$ cat src/rtl/rr_arbiter4.sv
// rr_arbiter4: four-source round-robin arbiter with burst locking.
//
// Generates the 2-bit select for the downstream Mux4 stage. It also runs the
// valid/ready handshake for the muxed stream. A grant is held for up to
// MAX_BURST transfers. After that, priority rotates so that the holder becomes
// the lowest-priority source.
//
// Ports:
//   clk_i        system clock, all state on the rising edge
//   rst_ni       synchronous active-low reset
//   req_i[3:0]   per-source valid (req_i[i] feeds Mux4 din(i+1))
//   ack_o[3:0]   per-source ready, one-hot or zero
//   select_o     registered grant index, drives the Mux4 select
//   out_valid_o  muxed stream valid to the consumer
//   out_ready_i  consumer ready
//   busy_o       high while a grant is held
module rr_arbiter4 #(
    parameter int unsigned MAX_BURST = 4,
    parameter int unsigned CNT_WIDTH = 8
) (
    input  logic       clk_i,
    input  logic       rst_ni,
    input  logic [3:0] req_i,
    output logic [3:0] ack_o,
    output logic [1:0] select_o,
    output logic       out_valid_o,
    input  logic       out_ready_i,
    output logic       busy_o
);

    typedef enum logic [0:0] {StIdle, StGrant} state_e;

    state_e                state_q;
    logic [1:0]            select_q;
    logic [1:0]            last_q;
    logic [CNT_WIDTH-1:0]  cnt_q;

    logic [1:0]            winner;
    logic                  found;
    logic                  xfer;
    logic                  burst_last;
    logic                  release_grant;
    logic [CNT_WIDTH-1:0]  cnt_next;

    // Search starts just after the last holder and wraps around to the holder
    // itself. This makes the holder the lowest-priority source.
    always_comb begin
        logic [1:0] idx;
        found  = 1'b0;
        winner = last_q;
        idx    = '0;
        for (int k = 1; k <= 4; k++) begin
            idx = last_q + 2'(k);
            if (!found && req_i[idx]) begin
                found  = 1'b1;
                winner = idx;
            end
        end
    end

    assign out_valid_o   = (state_q == StGrant) && req_i[select_q];
    assign xfer          = out_valid_o && out_ready_i;
    assign cnt_next      = cnt_q + 1'b1;
    assign burst_last    = (cnt_next == CNT_WIDTH'(MAX_BURST));
    // A dropped request releases the grant even though no transfer happened.
    assign release_grant = (xfer && burst_last) || !req_i[select_q];

    always_comb begin
        ack_o = '0;
        if (xfer) begin
            ack_o[select_q] = 1'b1;
        end
    end

    assign select_o = select_q;
    assign busy_o   = (state_q == StGrant);

    always_ff @(posedge clk_i) begin
        if (!rst_ni) begin
            state_q  <= StIdle;
            select_q <= 2'd0;
            last_q   <= 2'd3;
            cnt_q    <= '0;
        end else begin
            unique case (state_q)
                StIdle: begin
                    if (found) begin
                        select_q <= winner;
                        last_q   <= winner;
                        cnt_q    <= '0;
                        state_q  <= StGrant;
                    end
                end
                StGrant: begin
                    if (release_grant) begin
                        // Hand over directly, with no bubble between grants.
                        if (found) begin
                            select_q <= winner;
                            last_q   <= winner;
                            cnt_q    <= '0;
                        end else begin
                            state_q <= StIdle;
                        end
                    end else if (xfer) begin
                        cnt_q <= cnt_next;
                    end
                end
                default: state_q <= StIdle;
            endcase
        end
    end

endmodule

$ cat config.mk
export PLATFORM = sky130hd
export DESIGN_NAME = rr_arbiter4
export DESIGN_NICKNAME = d
export VERILOG_FILES = /design/src/rtl/rr_arbiter4.sv
export SDC_FILE = /design/constraint.sdc
export NUM_CORES = 1
export LEC_CHECK = 0
export ABC_AREA = 0
export CELL_PAD_IN_SITES_DETAIL_PLACEMENT = 0
export CELL_PAD_IN_SITES_GLOBAL_PLACEMENT = 1
export CORE_MARGIN = 3
export CORE_UTILIZATION = 48
export DETAILED_ROUTE_END_ITERATION = 12
export DONT_BUFFER_PORTS = 1
export PLACE_DENSITY_LB_ADDON = 0.1
export SLEW_MARGIN = 20
export SYNTH_ARGS = -nofsm -noshare
export SYNTH_HDL_FRONTEND = slang
export SYNTH_SLANG_ARGS = --single-unit
$ cat constraint.sdc
create_clock -name clk_i -period 4.27 [get_ports clk_i]
set_input_delay 1.281 -clock clk_i [delete_from_list [all_inputs] [get_ports clk_i]]
set_output_delay 1.281 -clock clk_i [all_outputs]
set_load 0.005 [all_outputs]
==> results of run 1 <==
==> worst max path at each step <==
| stage | slack [ns] | to | cells past startpoint |
|---|---|---|---|
| 6_report | 1.10 | out_valid_o | 3 |
| 3_5_place_dp | 1.10 | out_valid_o | 3 |
| 2_1_floorplan | 1.13 | out_valid_o | 3 |
| 5_1_grt | 1.08 | out_valid_o | 3 |
| 3_3_place_gp | 1.11 | out_valid_o | 3 |
| 4_1_cts | 1.10 | out_valid_o | 3 |
==> cells in the final DEF (no fill, tap or decap), types with 4 or more instances in the layout <==
cell type  instances
nand2b_1           6
nor2b_1            6
inv_1              4
nor2_1            10
nand2_1           11
o21ai_0            5
a21oi_1           11
dfxtp_1           13
==> state kept, by name (all words and copies together), names as in the netlist <==
register	cells
busy_o	1
cnt_q	8
last_q	2
select_o	2
==> critical path, stage by stage <==
cell	delay, ns
mux2_4	0.28
a22oi_4	0.24
inv_2	0.09
==> metal layers <==
metal / track usage / up-vias / part of all wire
li1: - / 417 / -
met1: 0.230 / 381 / 0.48
met2: 0.264 / 14 / 0.48
met3: 0.0544 / 0 / 0.039
met4: 0.0415 / 0 / 0
met5: 0 / - / 0
==> metrics by stage <==
| step | hold slack (ns) | instance area, sq um |
|---|---|---|
| finish | 0.520 | 967 |
| global route | 0.555 | 967 |
| CTS | 0.516 | 967 |
| detailed placement | 0.502 | 940 |
| global placement | 0.489 | 940 |
| floorplan | 0.473 | 922 |
==> kinds of logic (layout without fill, tap and decap cells) <==
kind of cell    Yosys count  count (layout)  synth area share
compound gates           31              31             0.263
xor+xnor                  2               2            0.0190
fa+ha+maj                 2               2            0.0271
buf+inv                   8               9            0.0353
flops                    13              13             0.282
mux                       6               6            0.0773
simple gates             51              51             0.296
==> report_power, final <==
part           leakage, nW  switching, mW  total, mW  internal (mW)
registers            0.106         0.0120      0.142          0.130
clock network       0.0177         0.0429     0.0777         0.0348
logic                0.262         0.0332     0.0645         0.0313
==> final cells by class <==
class,count,area share
multi-input combinational,92,0.651
sequential,13,0.269
tap,25,0.0323
clock buffer,3,0.0233
inverter,5,0.0194
clock inverter,1,0.00517
==> reports/summary.txt, run 1 <==
outcome - finished clean
type of destination of the critical path - primary output
Total Power Consumption - 0.284 mW
Post-CTS Resized - 0
Pre-antenna DRT Iters - 4
largest net degree at the start of global routing - 12
clk buf depth - 2
Rows - 15
WHS Path Cells - 2
Diodes inserted - 0
multi-input logic area - 629 sq um
Root Buffer - clkbuf_4
Slew Viols, Final - 0
DRC - 0
Synth Cell Area - 922 sq um
HPWL after DPL - 1.43 mm
Post-synth ARST share - 0
fmax - 315 MHz
dpl ws - 1.10 ns
clk slew on worst S/H paths - 0.08 ns
WL per Instance - 13.7 um
antenna violations before repair - 0
Max VDD drop - 0.000216 V
Register Area - 260 sq um
Hold WC Path Type - register to register
Yosys top cell area share - 0.282
Nets - 124
RSZ-0062 raised after global routing - false
Pwr Density - 294 mW/mm^2
Placed Instances - 135
count leader, synth - dfxtp_1
Post-CTS Setup Bufs - 0
Yosys cell types - 40
FF-to-FF Start - cnt_q[0]
Syn. warnings - 0
routed vias - 812
vias per std cell - 5.84
FF-to-FF path depth - 6
Relative slew margins - 0.500
GRT Overall Usage - 0.171
Die H - 49.8 um
WP data arrival - 1.89 ns
Initial Util - 0.523
# clock sinks - 13
Layout area overhead - 4.88%
final setup vio count - 0
Total Neg Setup Slack - 0 ns
vias in the first global route - 746
CTS tree - yes
slew of the pin with the lowest slew margin - 0.744 ns
sequential element share of the synthesized area - 0.282
Crit path required time - 2.99 ns
Synth Area per Inst - 8.16 sq um
Max-Cap Viols - 0
DR iter-0 viols - 14
crit path from - req_i[2]
Net Count, Synth - 122
CP Class - primary input to primary output
first-pass GRT wire length - 3.33 mm
Die ar. - 0.00248 sq mm
DRT Wirelength - 1.91 mm
Top-Level Pins - 15
minimum clock period - 3.17 ns
Std-Cell Core Area - 0.00176 sq mm
fin cells - 139
Hold-fix buffers, CTS - 0
top cells by area, synth - dfxtp_1 28%, a21oi_1 6.0%, nand2_1 4.5%
Die W - 49.8 um
worst-skew pair later-pin latency - 0.28 ns
DRT antenna net count - 0
worst-path maximum fanout - 5
fill count - 185
Fin. Hold Viols - 0
Core Util, Final - 0.548
Synth top cells by count - 13 x dfxtp_1, 11 x a21oi_1, 11 x nand2_1
Final WS setup - 1.10 ns
grt ovf - 0
Hold Path End - cnt_q[1]
R2R Setup Slk - 2.19 ns
final worst path period share - 0.743
H-Tree Depth - 1
LEAKAGE - 0.386 nW
Worst setup SP type - primary input
gpl congestion - 0.733
Synth Flop Type - dfxtp_1
Final Skew - 0.00441 ns
reg-to-reg critical path endpoint - last_q[0]
CTS Buf Count - 3
Post-synth EDFFs - 0
HP Start - cnt_q[1]
proportion of layout cells with a drive suffix above 1 - 0.114
IO Port Bufs - 0
number of synthesized register bits - 13
area leader, netlist - dfxtp_1
Post-Syn Instances - 113
Power figures use the tool's default switching activity.
==> run 2: changes to the inputs <==
- CORE_UTILIZATION: 48 -> 45
- clock period: 4.27 -> 3 ns (I/O delays scaled with it)
==> run 2 against run 1 <==
- final cell count grew 0.72%
- via count shrank 4.7%
- combinational power grew 42%
- clock-buffer cell count is the same
- die area grew 5.8%
- worst hold slack lost 0.0091 ns
- first-iteration DRC count shrank 43%
- sequential power grew 42%
- clock power grew 43%
- sequential share of layout area shrank 0.21 points
- worst setup slack lost 0.51 ns
- power grew 42%
- largest cell class unchanged
- highest routed layer is now met4
==> reports/summary.txt, run 2 (synthesized netlist as in run 1, its figures left out) <==
Die W - 51.3 um (+2.9%)
vias per std cell - 5.53 (-5.4%)
WHS Path Cells - 2 (unchanged)
max FFs per register - 8 (unchanged)
Crit path required time - 2.10 ns (-0.89 ns)
proportion of layout cells with a drive suffix above 1 - 0.122 (+0.00770)
Max-Cap Viols - 0 (unchanged)
# clock sinks - 13 (unchanged)
clk buf depth - 2 (unchanged)
type of destination of the critical path - primary output
WP data arrival - 1.51 ns (-0.38 ns)
worst-path maximum fanout - 5 (unchanged)
Post-CTS Setup Bufs - 0 (unchanged)
WL per Instance - 13.0 um (-5.3%)
Die H - 51.3 um (+2.9%)
Area after DPL - 947 sq um (+0.80%)
dpl ws - 0.584 ns (-0.517 ns)
clk slew on worst S/H paths - 0.08 ns (about the same)
RSZ-0062 raised after global routing - false
Root Buffer - clkbuf_4
Final WS setup - 0.589 ns (-0.508 ns)
Slew Viols, Final - 0 (unchanged)
Post-CTS Resized - 0 (unchanged)
fin area - 975 sq um (+0.78%)
R2R Setup Slk - 0.93 ns (-1.26 ns)
CP Class - primary input to primary output
Nets - 125 (+0.81%)
most frequent cells in the layout - 13 x dfxtp_1, 11 x nand2_1, 11 x a21oi_1
Switch Pwr - 0.125 mW (+42%)
multi-input logic area - 629 sq um (unchanged)
fmax - 415 MHz
antenna violations before repair - 0 (unchanged)
GRT Overall Usage - 0.160 (-0.0117)
Fin. Hold Viols - 0 (unchanged)
grt ovf - 0 (unchanged)
CTS Buf Count - 3 (unchanged)
LEAKAGE - 0.392 nW (+1.4%)
Worst setup SP type - primary input
Int Power - 0.280 mW (+43%)
FF-to-FF path depth - 6 (unchanged)
outcome - finished clean
Die ar. - 0.00263 sq mm (+5.8%)
FF-to-FF Start - cnt_q[0]
routed vias - 774 (-4.7%)
first-pass GRT wire length - 3.19 mm (-4.2%)
Hold WC Path Type - register to register
largest net degree at the start of global routing - 12 (unchanged)
Max VDD drop - 0.000237 V (+9.6%)
final setup vio count - 0 (unchanged)
Core Util, Final - 0.535 (-0.0128)
Diodes inserted - 0 (unchanged)
CTS tree - yes
vias in the first global route - 725 (-2.8%)
switching share of power - 0.309 (-0.00107)
HPWL after DPL - 1.41 mm (-1.3%)
Pre-antenna DRT Iters - 4 (unchanged)
register share of total power - 0.500 (about the same)
DR iter-0 viols - 8 (-6)
Relative slew margins - 0.606 (+0.107)
Register Area - 260 sq um (unchanged)
worst-skew pair later-pin latency - 0.28 ns (about the same)
Total Power Consumption - 0.405 mW (+42%)
clock group share of total power - 0.274 (about the same)
Hold-fix buffers, CTS - 0 (unchanged)
crit path from - req_i[2]
gpl congestion - 0.731 (-0.22%)
DRT antenna net count - 0 (unchanged)
Total Neg Setup Slack - 0 ns (unchanged)
Final Skew - 0.000902 ns (-0.00351 ns)
minimum clock period - 2.41 ns
Initial Util - 0.507 (-0.0162)
H-Tree Depth - 1 (unchanged)
Top-Level Pins - 15 (unchanged)
reg-to-reg critical path endpoint - last_q[0]
Rows - 15 (unchanged)
slew of the pin with the lowest slew margin - 0.589 ns (-0.155 ns)
final worst path period share - 0.804
most flop-heavy register - cnt_q
IO Port Bufs - 0 (unchanged)
Pwr Density - 415 mW/mm^2 (+41%)
Layout area overhead - 5.70%
DRT Wirelength - 1.82 mm (-4.6%)
power share of the combinational group - 0.227 (about the same)
most common cell after layout, fill and taps aside - dfxtp_1
fill count - 188 (+1.6%)
DRC - 0 (unchanged)
worst setup path end - out_valid_o
Std-Cell Core Area - 0.00182 sq mm (+3.2%)
==> run 2: stage by stage <==
step | cells | hold slack [ns]
4_1_cts | 140 | 0.514
6_report | 140 | 0.511
3_5_place_dp | 136 | 0.502
2_1_floorplan | 113 | 0.473
3_3_place_gp | 136 | 0.492
5_1_grt | 140 | 0.547
==> run 2: power by group through the flow <==
stage               combinational, mW  clock, mW  sequential, mW
detailed placement             0.0927          0           0.207
finish                         0.0917      0.111           0.202
global placement               0.0922          0           0.207
global route                    0.104      0.123           0.206
CTS                            0.0930      0.116           0.203
floorplan                      0.0803          0           0.202
==> run 2: worst max-delay path, cell delays in order <==
cell     delay (ns)
mux2_4         0.28
a22oi_4        0.24
inv_2          0.09
==> run 2: cell type report <==
cell class / count / share of cell area
repair buffers: 1 / 0.00770
flip-flops and latches: 13 / 0.267
clock buffers: 3 / 0.0231
clock inverters: 1 / 0.00513
inverters: 5 / 0.0193
well taps: 25 / 0.0321
multi-input cells: 92 / 0.646
==> run 2: routing by layer <==
layer,share of wire,GRT usage
met1,0.51,0.206
met2,0.44,0.245
met3,0.036,0.0671
met4,0.0077,0.0393
met5,0,0
==> run 2: worst min-delay path by stage <==
stage	start	end	slack, ns
2_1_floorplan	cnt_q[1]	cnt_q[1]	0.47
3_3_place_gp	cnt_q[2]	cnt_q[2]	0.49
3_5_place_dp	cnt_q[1]	cnt_q[1]	0.50
4_1_cts	cnt_q[2]	cnt_q[2]	0.51
5_1_grt	cnt_q[2]	cnt_q[2]	0.55
6_report	cnt_q[2]	cnt_q[2]	0.51
